<file path="src/rtl/micro_seq_pkg.sv">
// Shared types and constants for the micro-sequencer slice: the sequencer
// state enum, opcode field position, HALT opcode and address widths.
package micro_seq_pkg;

   localparam int INSTR_W = 22;
   localparam int OPC_MSB = 21;
   localparam int OPC_LSB = 18;
   localparam int UPC_W   = 8;
   localparam int SLOT_W  = 4;

   localparam logic [OPC_MSB-OPC_LSB:0] OPC_HALT = 4'b1111;

   typedef enum logic [1:0] {
      IDLE = 2'd0,
      EXEC = 2'd1,
      HALT = 2'd2
   } seqState_e;

   // Pull the opcode field out of a macro-instruction word.
   function automatic logic [OPC_MSB-OPC_LSB:0] opcodeOf(input logic [INSTR_W-1:0] instr);
      return instr[OPC_MSB:OPC_LSB];
   endfunction

endpackage

</file>
<file path="src/rtl/micro_sequencer_prefetch_buf.sv">
// One-entry instruction prefetch buffer (module instr_prefetch_buf). Holds a
// macro-instruction accepted while a routine is still running so the next
// routine can start without an IDLE bubble. Push only happens while empty
// and pop only while full, so the two never coincide.
module instr_prefetch_buf
   import micro_seq_pkg::*;
(
   input  logic               clk,
   input  logic               reset,
   input  logic               push_i,
   input  logic               pop_i,
   input  logic [INSTR_W-1:0] data_i,
   output logic               full_o,
   output logic [INSTR_W-1:0] data_o
);

   logic               full_q;
   logic [INSTR_W-1:0] data_q;

   // Capture on push, release on pop; reset leaves the buffer empty.
   always_ff @(posedge clk or posedge reset) begin
      if (reset) begin
         full_q <= 1'b0;
         data_q <= '0;
      end else if (push_i) begin
         full_q <= 1'b1;
         data_q <= data_i;
      end else if (pop_i) begin
         full_q <= 1'b0;
      end
   end

   assign full_o = full_q;
   assign data_o = data_q;

endmodule

</file>
<file path="src/rtl/micro_sequencer.sv">
// Micro-sequencer: accepts macro-instructions, steps a microcode address
// through the 16-entry slot selected by the opcode, and parks in HALT on the
// HALT opcode. Build option MICRO_SEQUENCER_PREFETCH_EN adds a one-entry
// prefetch buffer so back-to-back routines run with no IDLE bubble.
module micro_sequencer
   import micro_seq_pkg::*;
(
   input  logic               clk,
   input  logic               reset,
   input  logic [INSTR_W-1:0] instr_in,
   input  logic               instr_valid,
   output logic               instr_ready,
   input  logic               ucode_last,
   input  logic               stall,
   output logic [UPC_W-1:0]   upc_addr,
   output logic               uinstr_valid,
   output logic [INSTR_W-1:0] instr_q,
   output logic               busy,
   output logic               halted,
   output logic               err_overrun
);

   seqState_e          state_q, state_d;
   logic [UPC_W-1:0]   upc_q, upc_d;
   logic [INSTR_W-1:0] instrLat_q, instrLat_d;
   logic               errOverrun_q, errOverrun_d;

   logic               accept;
   logic               slotEnd;
   logic               routineEnd;
   logic               startValid;
   logic [INSTR_W-1:0] startInstr;

`ifdef MICRO_SEQUENCER_PREFETCH_EN
   logic               bufFull;
   logic               bufPush;
   logic               bufPop;
   logic [INSTR_W-1:0] bufData;

   // A transfer during EXEC is parked unless the routine ends on the same
   // edge, in which case it is started directly instead.
   assign bufPush = accept && (state_q == EXEC) && !routineEnd;
   assign bufPop  = routineEnd && bufFull;

   instr_prefetch_buf uPrefetchBuf (
      .clk    (clk),
      .reset  (reset),
      .push_i (bufPush),
      .pop_i  (bufPop),
      .data_i (instr_in),
      .full_o (bufFull),
      .data_o (bufData)
   );
`endif

   assign accept     = instr_valid && instr_ready;
   assign slotEnd    = (upc_q[SLOT_W-1:0] == {SLOT_W{1'b1}});
   assign routineEnd = (state_q == EXEC) && !stall && (ucode_last || slotEnd);

   // State register.
   always_ff @(posedge clk or posedge reset) begin
      if (reset) begin
         state_q <= IDLE;
      end else begin
         state_q <= state_d;
      end
   end

   // Address, latched instruction and sticky overrun flag.
   always_ff @(posedge clk or posedge reset) begin
      if (reset) begin
         upc_q        <= '0;
         instrLat_q   <= '0;
         errOverrun_q <= 1'b0;
      end else begin
         upc_q        <= upc_d;
         instrLat_q   <= instrLat_d;
         errOverrun_q <= errOverrun_d;
      end
   end

   // Next state: step or end the routine, then start a new one if an
   // instruction is available (fresh transfer or buffered entry).
   always_comb begin
      state_d      = state_q;
      upc_d        = upc_q;
      instrLat_d   = instrLat_q;
      errOverrun_d = errOverrun_q;
      startValid   = 1'b0;
      startInstr   = instr_in;
      case (state_q)
         IDLE: begin
            startValid = accept;
         end
         EXEC: begin
            if (routineEnd) begin
               state_d = IDLE;
               upc_d   = '0;
               if (slotEnd && !ucode_last) begin
                  errOverrun_d = 1'b1;
               end
`ifdef MICRO_SEQUENCER_PREFETCH_EN
               if (bufFull) begin
                  startValid = 1'b1;
                  startInstr = bufData;
               end else begin
                  startValid = accept;
               end
`endif
            end else if (!stall) begin
               upc_d = {upc_q[UPC_W-1:SLOT_W], upc_q[SLOT_W-1:0] + SLOT_W'(1)};
            end
         end
         HALT: begin
         end
         default: begin
            state_d = IDLE;
         end
      endcase
      if (startValid) begin
         instrLat_d = startInstr;
         if (opcodeOf(startInstr) == OPC_HALT) begin
            state_d = HALT;
            upc_d   = '0;
         end else begin
            state_d = EXEC;
            upc_d   = {opcodeOf(startInstr), {SLOT_W{1'b0}}};
         end
      end
   end

   // Outputs decoded from state; with prefetch the block keeps accepting
   // during EXEC until the buffer is occupied.
   always_comb begin
      instr_ready  = 1'b0;
      uinstr_valid = 1'b0;
      busy         = 1'b1;
      halted       = 1'b0;
      case (state_q)
         IDLE: begin
            instr_ready = 1'b1;
            busy        = 1'b0;
         end
         EXEC: begin
            uinstr_valid = 1'b1;
`ifdef MICRO_SEQUENCER_PREFETCH_EN
            instr_ready  = !bufFull;
`endif
         end
         HALT: begin
            halted = 1'b1;
         end
         default: begin
         end
      endcase
   end

   assign upc_addr    = upc_q;
   assign instr_q     = instrLat_q;
   assign err_overrun = errOverrun_q;

endmodule

</file>
<file path="config.mk">
export PLATFORM = sky130hd
export DESIGN_NAME = micro_sequencer
export DESIGN_NICKNAME = d
export VERILOG_FILES = /design/src/rtl/micro_seq_pkg.sv /design/src/rtl/micro_sequencer_prefetch_buf.sv /design/src/rtl/micro_sequencer.sv
export SDC_FILE = /design/constraint.sdc
export NUM_CORES = 1
export LEC_CHECK = 0
export ABC_AREA = 1
export CAP_MARGIN = 25
export CORE_MARGIN = 3
export CORE_UTILIZATION = 37
export DETAILED_ROUTE_END_ITERATION = 10
export HOLD_SLACK_MARGIN = 0.08
export PLACE_DENSITY = 0.86
export SLEW_MARGIN = 20
export SYNTH_ARGS = -nofsm -noshare
export SYNTH_HDL_FRONTEND = slang
export SYNTH_SLANG_ARGS = --single-unit
</file>
<file path="constraint.sdc">
create_clock -name clk -period 1.2 [get_ports clk]
set_clock_uncertainty 0.1 [all_clocks]
set_input_delay 0.24 -clock clk [delete_from_list [all_inputs] [get_ports clk]]
set_output_delay 0.24 -clock clk [all_outputs]
set_load 0.05 [all_outputs]
</file>
After elaboration in Yosys (flattened, before gate mapping):

Index checks and enable logic that the tools add are counted.

* $add $sub $neg: 1
* equality and inequality tests: 7
* multiplexer cells: 14
* reduce and logical (&&, ||, !) cells: 15

Operators with widths (number)
* 8-bit 2-to-1 mux: 4
* 4-bit equality test, second input constant: 2
* 2-bit 2-to-1 mux: 3
* 2-bit AND reduction: 3
* 1-bit 2-to-1 mux: 5
* 4-bit by 1-bit adder with 4-bit output, second input constant: 1
* 1-bit logical AND: 4
* 4-bit 2-to-1 mux: 1
* 2-bit one-hot mux with 2 select lines: 1
* 2-bit nonzero test: 2
* 3-bit by 1-bit inequality test with 1-bit output, second input constant: 1
* 3-bit inequality test, second input constant: 1
* 3-bit AND reduction: 1
* 2-bit by 1-bit equality test with 1-bit output, second input constant: 1
* 2-bit equality test, second input constant: 1
* 1-bit zero test: 2
* 2-bit zero test: 1
* 2-bit by 1-bit inequality test with 1-bit output, second input constant: 1
* 2-bit OR reduction: 1
* 1-bit logical OR: 1

* flip-flop bits (word level): 33
* output and inout port bits: 35

Logic depth before layout (Yosys ltp):

* depth after elaboration: 6
* depth in mapped cells: 6
* gate-level depth less buffers: 6

Worst setup path before layout:

OpenSTA, ideal clock, no wires.

* path kind: register to register
* start: reg upc_q[0] (netlist: upc_addr[0])
* end: reg upc_q[6] (netlist: upc_addr[6])
* setup time: 0.129 ns
* arrival: 1.363 ns
* slack: -0.392 ns
* cell stages (with the launch flop): 7
* path buffers: 0
* period minus slack after synthesis: 1.592 ns
* path through: dfrtp_1 > ha_1 > nand3_1 > nand2_1 > nand2_2 > nand3_1 > o21ai_0

* longest elaborated chain between the ends: 5

Ends and longest elaborated chain
* start, declared: line micro_sequencer.sv:24 `logic [UPC_W-1:0] upc_q, upc_d;`
* start signal, assigned: line micro_sequencer.sv:76 `upc_q <= upc_d;`
* 4-bit equality test: line micro_sequencer.sv:57 `assign slotEnd = (upc_q[SLOT_W-1:0] == {SLOT_W{1'b1}});`
* 1-bit logical OR: line micro_sequencer.sv:58 `assign routineEnd = (state_q == EXEC) && !stall && (ucode_last || slotEnd);`
* 1-bit logical AND: line micro_sequencer.sv:58
* 2-bit nonzero test (no source line)
* 2-bit AND reduction (no source line)

Every way passes these cells.
A chain may end at the register's enable or synchronous reset.

Worst setup path after layout:

* start: reg state_q[1]
* end: reg upc_q[6] (netlist: upc_addr[6])

* longest elaborated chain between the ends: 6

Ends and longest elaborated chain
* start, declared: line micro_sequencer.sv:23 `seqState_e state_q, state_d;`
* start signal, assigned: line micro_sequencer.sv:65 `state_q <= state_d;`
* 2-bit zero test: line micro_sequencer.sv:91, micro_sequencer.sv:139
* 1-bit 2-to-1 mux: line micro_sequencer.sv:139 `case (state_q)`
* 1-bit logical AND: line micro_sequencer.sv:56 `assign accept = instr_valid && instr_ready;`
* 1-bit 2-to-1 mux: line micro_sequencer.sv:91 `case (state_q)`
* 2-bit nonzero test (no source line)
* 2-bit AND reduction (no source line)

Several ways; a longest one is shown, not always the timed one.

==> results_dict.tcl <==
set metrics [dict create \
    num-fill-cells 87 \
    drive_above_1_share 0.641 \
    drtAntennaViolNets 0 \
    initial_core_util 0.404 \
    synthCells 158 \
    row_count 21 \
    mostFrequentLayoutCells "38 x buf_12, 35 x nand2_2, 31 x nand2_1" \
    met2WireLength_um 3710 \
    setup_violations 68 \
    fin_crit_sh 1.37 \
    insertion_delay_ns 0.30 \
    whs_ns 0.226 \
    wirelength_met1_um 2340 \
    start_kind "flop" \
    path_clk_slew_ns 0.08 \
    clock-sinks 33 \
    portBuffers 61 \
    yosys_warnings 0 \
    antenna_found_initial 0 \
    rsz0062_at_grt "yes" \
    path_class "flop to flop" \
    cts_buffer_depth 2 \
    wl_um 7070 \
    min_period_ns 1.65 \
    ioPinCount 62 \
    violations "negative setup slack" \
    slew_viol_final 0 \
    drcViolationCount 0 \
    hpwl_um 2920 \
    min_path_type "primary input to async pin" \
    synth.avg_cell_area_um2 9.01 \
    multi_input_area_um2 800 \
    h-tree-depth 2 \
    regArea_um2 840 \
    max_cap_viol_count 0 \
    grt_pass1_vias 1533 \
    gp_congestion 0.789 \
    synthesis.area_mm2 0.00142 \
    cts_buffers 5 \
    status "complete, but fails checks" \
    firstDrtPassIters 4 \
    wire_per_inst_um 22.4 \
    cp_data_required_time_ns 1.30 \
    grt.total_usage 0.221 \
    grt_max_degree 34 \
    syn-num-nets 186 \
    seq_area_frac_synth 0.580 \
    hold_viol 0 \
    die_w_um 68.0 \
    die-area_mm2 0.00463 \
    overflow 0 \
    synthToLayoutAreaGrowth_pct 135 \
    cts_tree "yes" \
    worst_pin_slew_ns 0.416 \
    holdBufCountCts 0 \
    crit_arrival_ns 1.75 \
    endpoint_kind "flop" \
    cp_max_fo 6 \
    finish.utilization 0.952 \
    grt_pass1_wl_um 7250 \
    dr_wl_met3_um 700 \
    fmax_ghz 0.606 \
    vias_per_cell 5.37 \
    fp.coreArea_mm2 0.00352 \
    leakage_nw 1.62 \
    yosysUniqueCellTypes 25 \
    mostFrequentLayoutCell "buf_12" \
    fin_nets 297 \
    die_h_um 68.0 \
    peakVddDrop_uv 713 \
    routed.top_layer "met4" \
    setup_slack_ns -0.450 \
    n_antenna_cell 0 \
    power-per-cell-area_mw_per_mm2 668 \
    dr.first_iter.drc_count 241 \
    slew_headroom 0.722 \
    ys_seq_elements 33 \
    root_buffer "clkbuf_8" \
    vias 1698 \
]
[per-layer routing]
metal	global-route usage	vias up
met4	0.156	0
met3	0.0952	28
met5	0	-
met2	0.375	138
met1	0.211	812
li1	-	720
[stage by stage]
stage	std cells	TNS (ns)	setup slack (ns)	instance area [um2]	total power [mW]
final	316	-13.26	-0.450	3350	2.24
after global routing	316	-14.74	-0.442	3350	2.31
after CTS	299	-8.12	-0.285	2910	2.20
after detailed placement	276	-6.48	-0.284	2590	1.27
after global placement	276	-5.62	-0.196	2590	1.27
after floorplan	158	-5.95	-0.209	1480	1.16
[worst paths after layout]
check,from,to,slack (ns),depth (start not counted)
worst max-delay path,state_q[1],upc_addr[6],-0.45,6
min in group clk,instr_in[17],instr_q[17],0.40,3
worst max register to register,state_q[1],upc_addr[6],-0.45,6
worst min-delay path,reset,instr_q[14],0.23,3
worst min register to register,instr_q[21],instr_q[21],0.45,2
max in group asynchronous,reset,upc_addr[0],0.59,3
[kinds of logic after synthesis]
| group | synth area share |
|---|---|
| buffers and inverters | 0.0659 |
| and+or+nand+nor | 0.298 |
| xor gates and xnor gates | 0.00615 |
| adders and majority gates | 0.00879 |
| DFF | 0.580 |
| AOI/OAI and AO/OA | 0.0413 |
[power by group]
part           total [mW]  switching [mW]  leakage (nW)  internal [mW]
clock               0.969           0.450        0.0542          0.519
combinational       0.159          0.0679          1.13         0.0913
sequential           1.11               0         0.434           1.11
total                2.24           0.518          1.62           1.72
[cells in the mapped netlist]
| cell | count | area, um2 |
|---|---|---|
| nand2_1 | 77 | 289 |
| dfrtp_1 | 33 | 826 |
| inv_1 | 10 | 37.5 |
| nand3_1 | 7 | 35.0 |
| nand4_1 | 4 | 25.0 |
| nand2_4 | 3 | 33.8 |
| buf_4 | 2 | 15.0 |
| nor2_1 | 2 | 7.51 |
| o21ai_0 | 2 | 10.0 |
| o21ai_2 | 2 | 17.5 |
| o21bai_1 | 2 | 15.0 |
| a21oi_1 | 1 | 5.00 |
| buf_2 | 1 | 5.00 |
| buf_6 | 1 | 11.3 |
| buf_8 | 1 | 15.0 |
| ha_1 | 1 | 12.5 |
| inv_2 | 1 | 3.75 |
| inv_4 | 1 | 6.26 |
| nand2_2 | 1 | 6.26 |
| nand3_2 | 1 | 10.0 |
| nor2_4 | 1 | 11.3 |
| o21ai_1 | 1 | 5.00 |
| o22ai_1 | 1 | 6.26 |
| or2_1 | 1 | 6.26 |
| xor2_1 | 1 | 8.76 |
[worst max-delay path, stage by stage, from the launching register on]
cell and delay [ns]:
dfrtp_1 0.45, nor2_4 0.22, buf_6 0.17, nand2_8 0.13
inv_12 0.13, nand2_1 0.12, o21ai_1 0.22
[area by class of cell]
type	instances	share of cell area
clock inverters	1	0.00149
clock buffers	7	0.0288
flip-flops and latches	33	0.251
repair buffers	107	0.441
repair inverters	1	0.00336
inverters	12	0.0190
well taps	46	0.0172
multi-input cells	109	0.239
[what timing repair did]
| item | CTS | global route |
|---|---|---|
| setup buffers | 13 | 12 |
| resized for setup | 15 | 81 |
| pin swaps | 2 | 24 |
| endpoints found under the setup margin | 62 | 68 |
| gates cloned | 2 | 5 |
[registers in the layout, summed over array words and instances, names as in the netlist]
signal       flops
instr_q         22
state_q          2
err_overrun      1
upc_addr         8
Power figures use the tool's default switching activity.
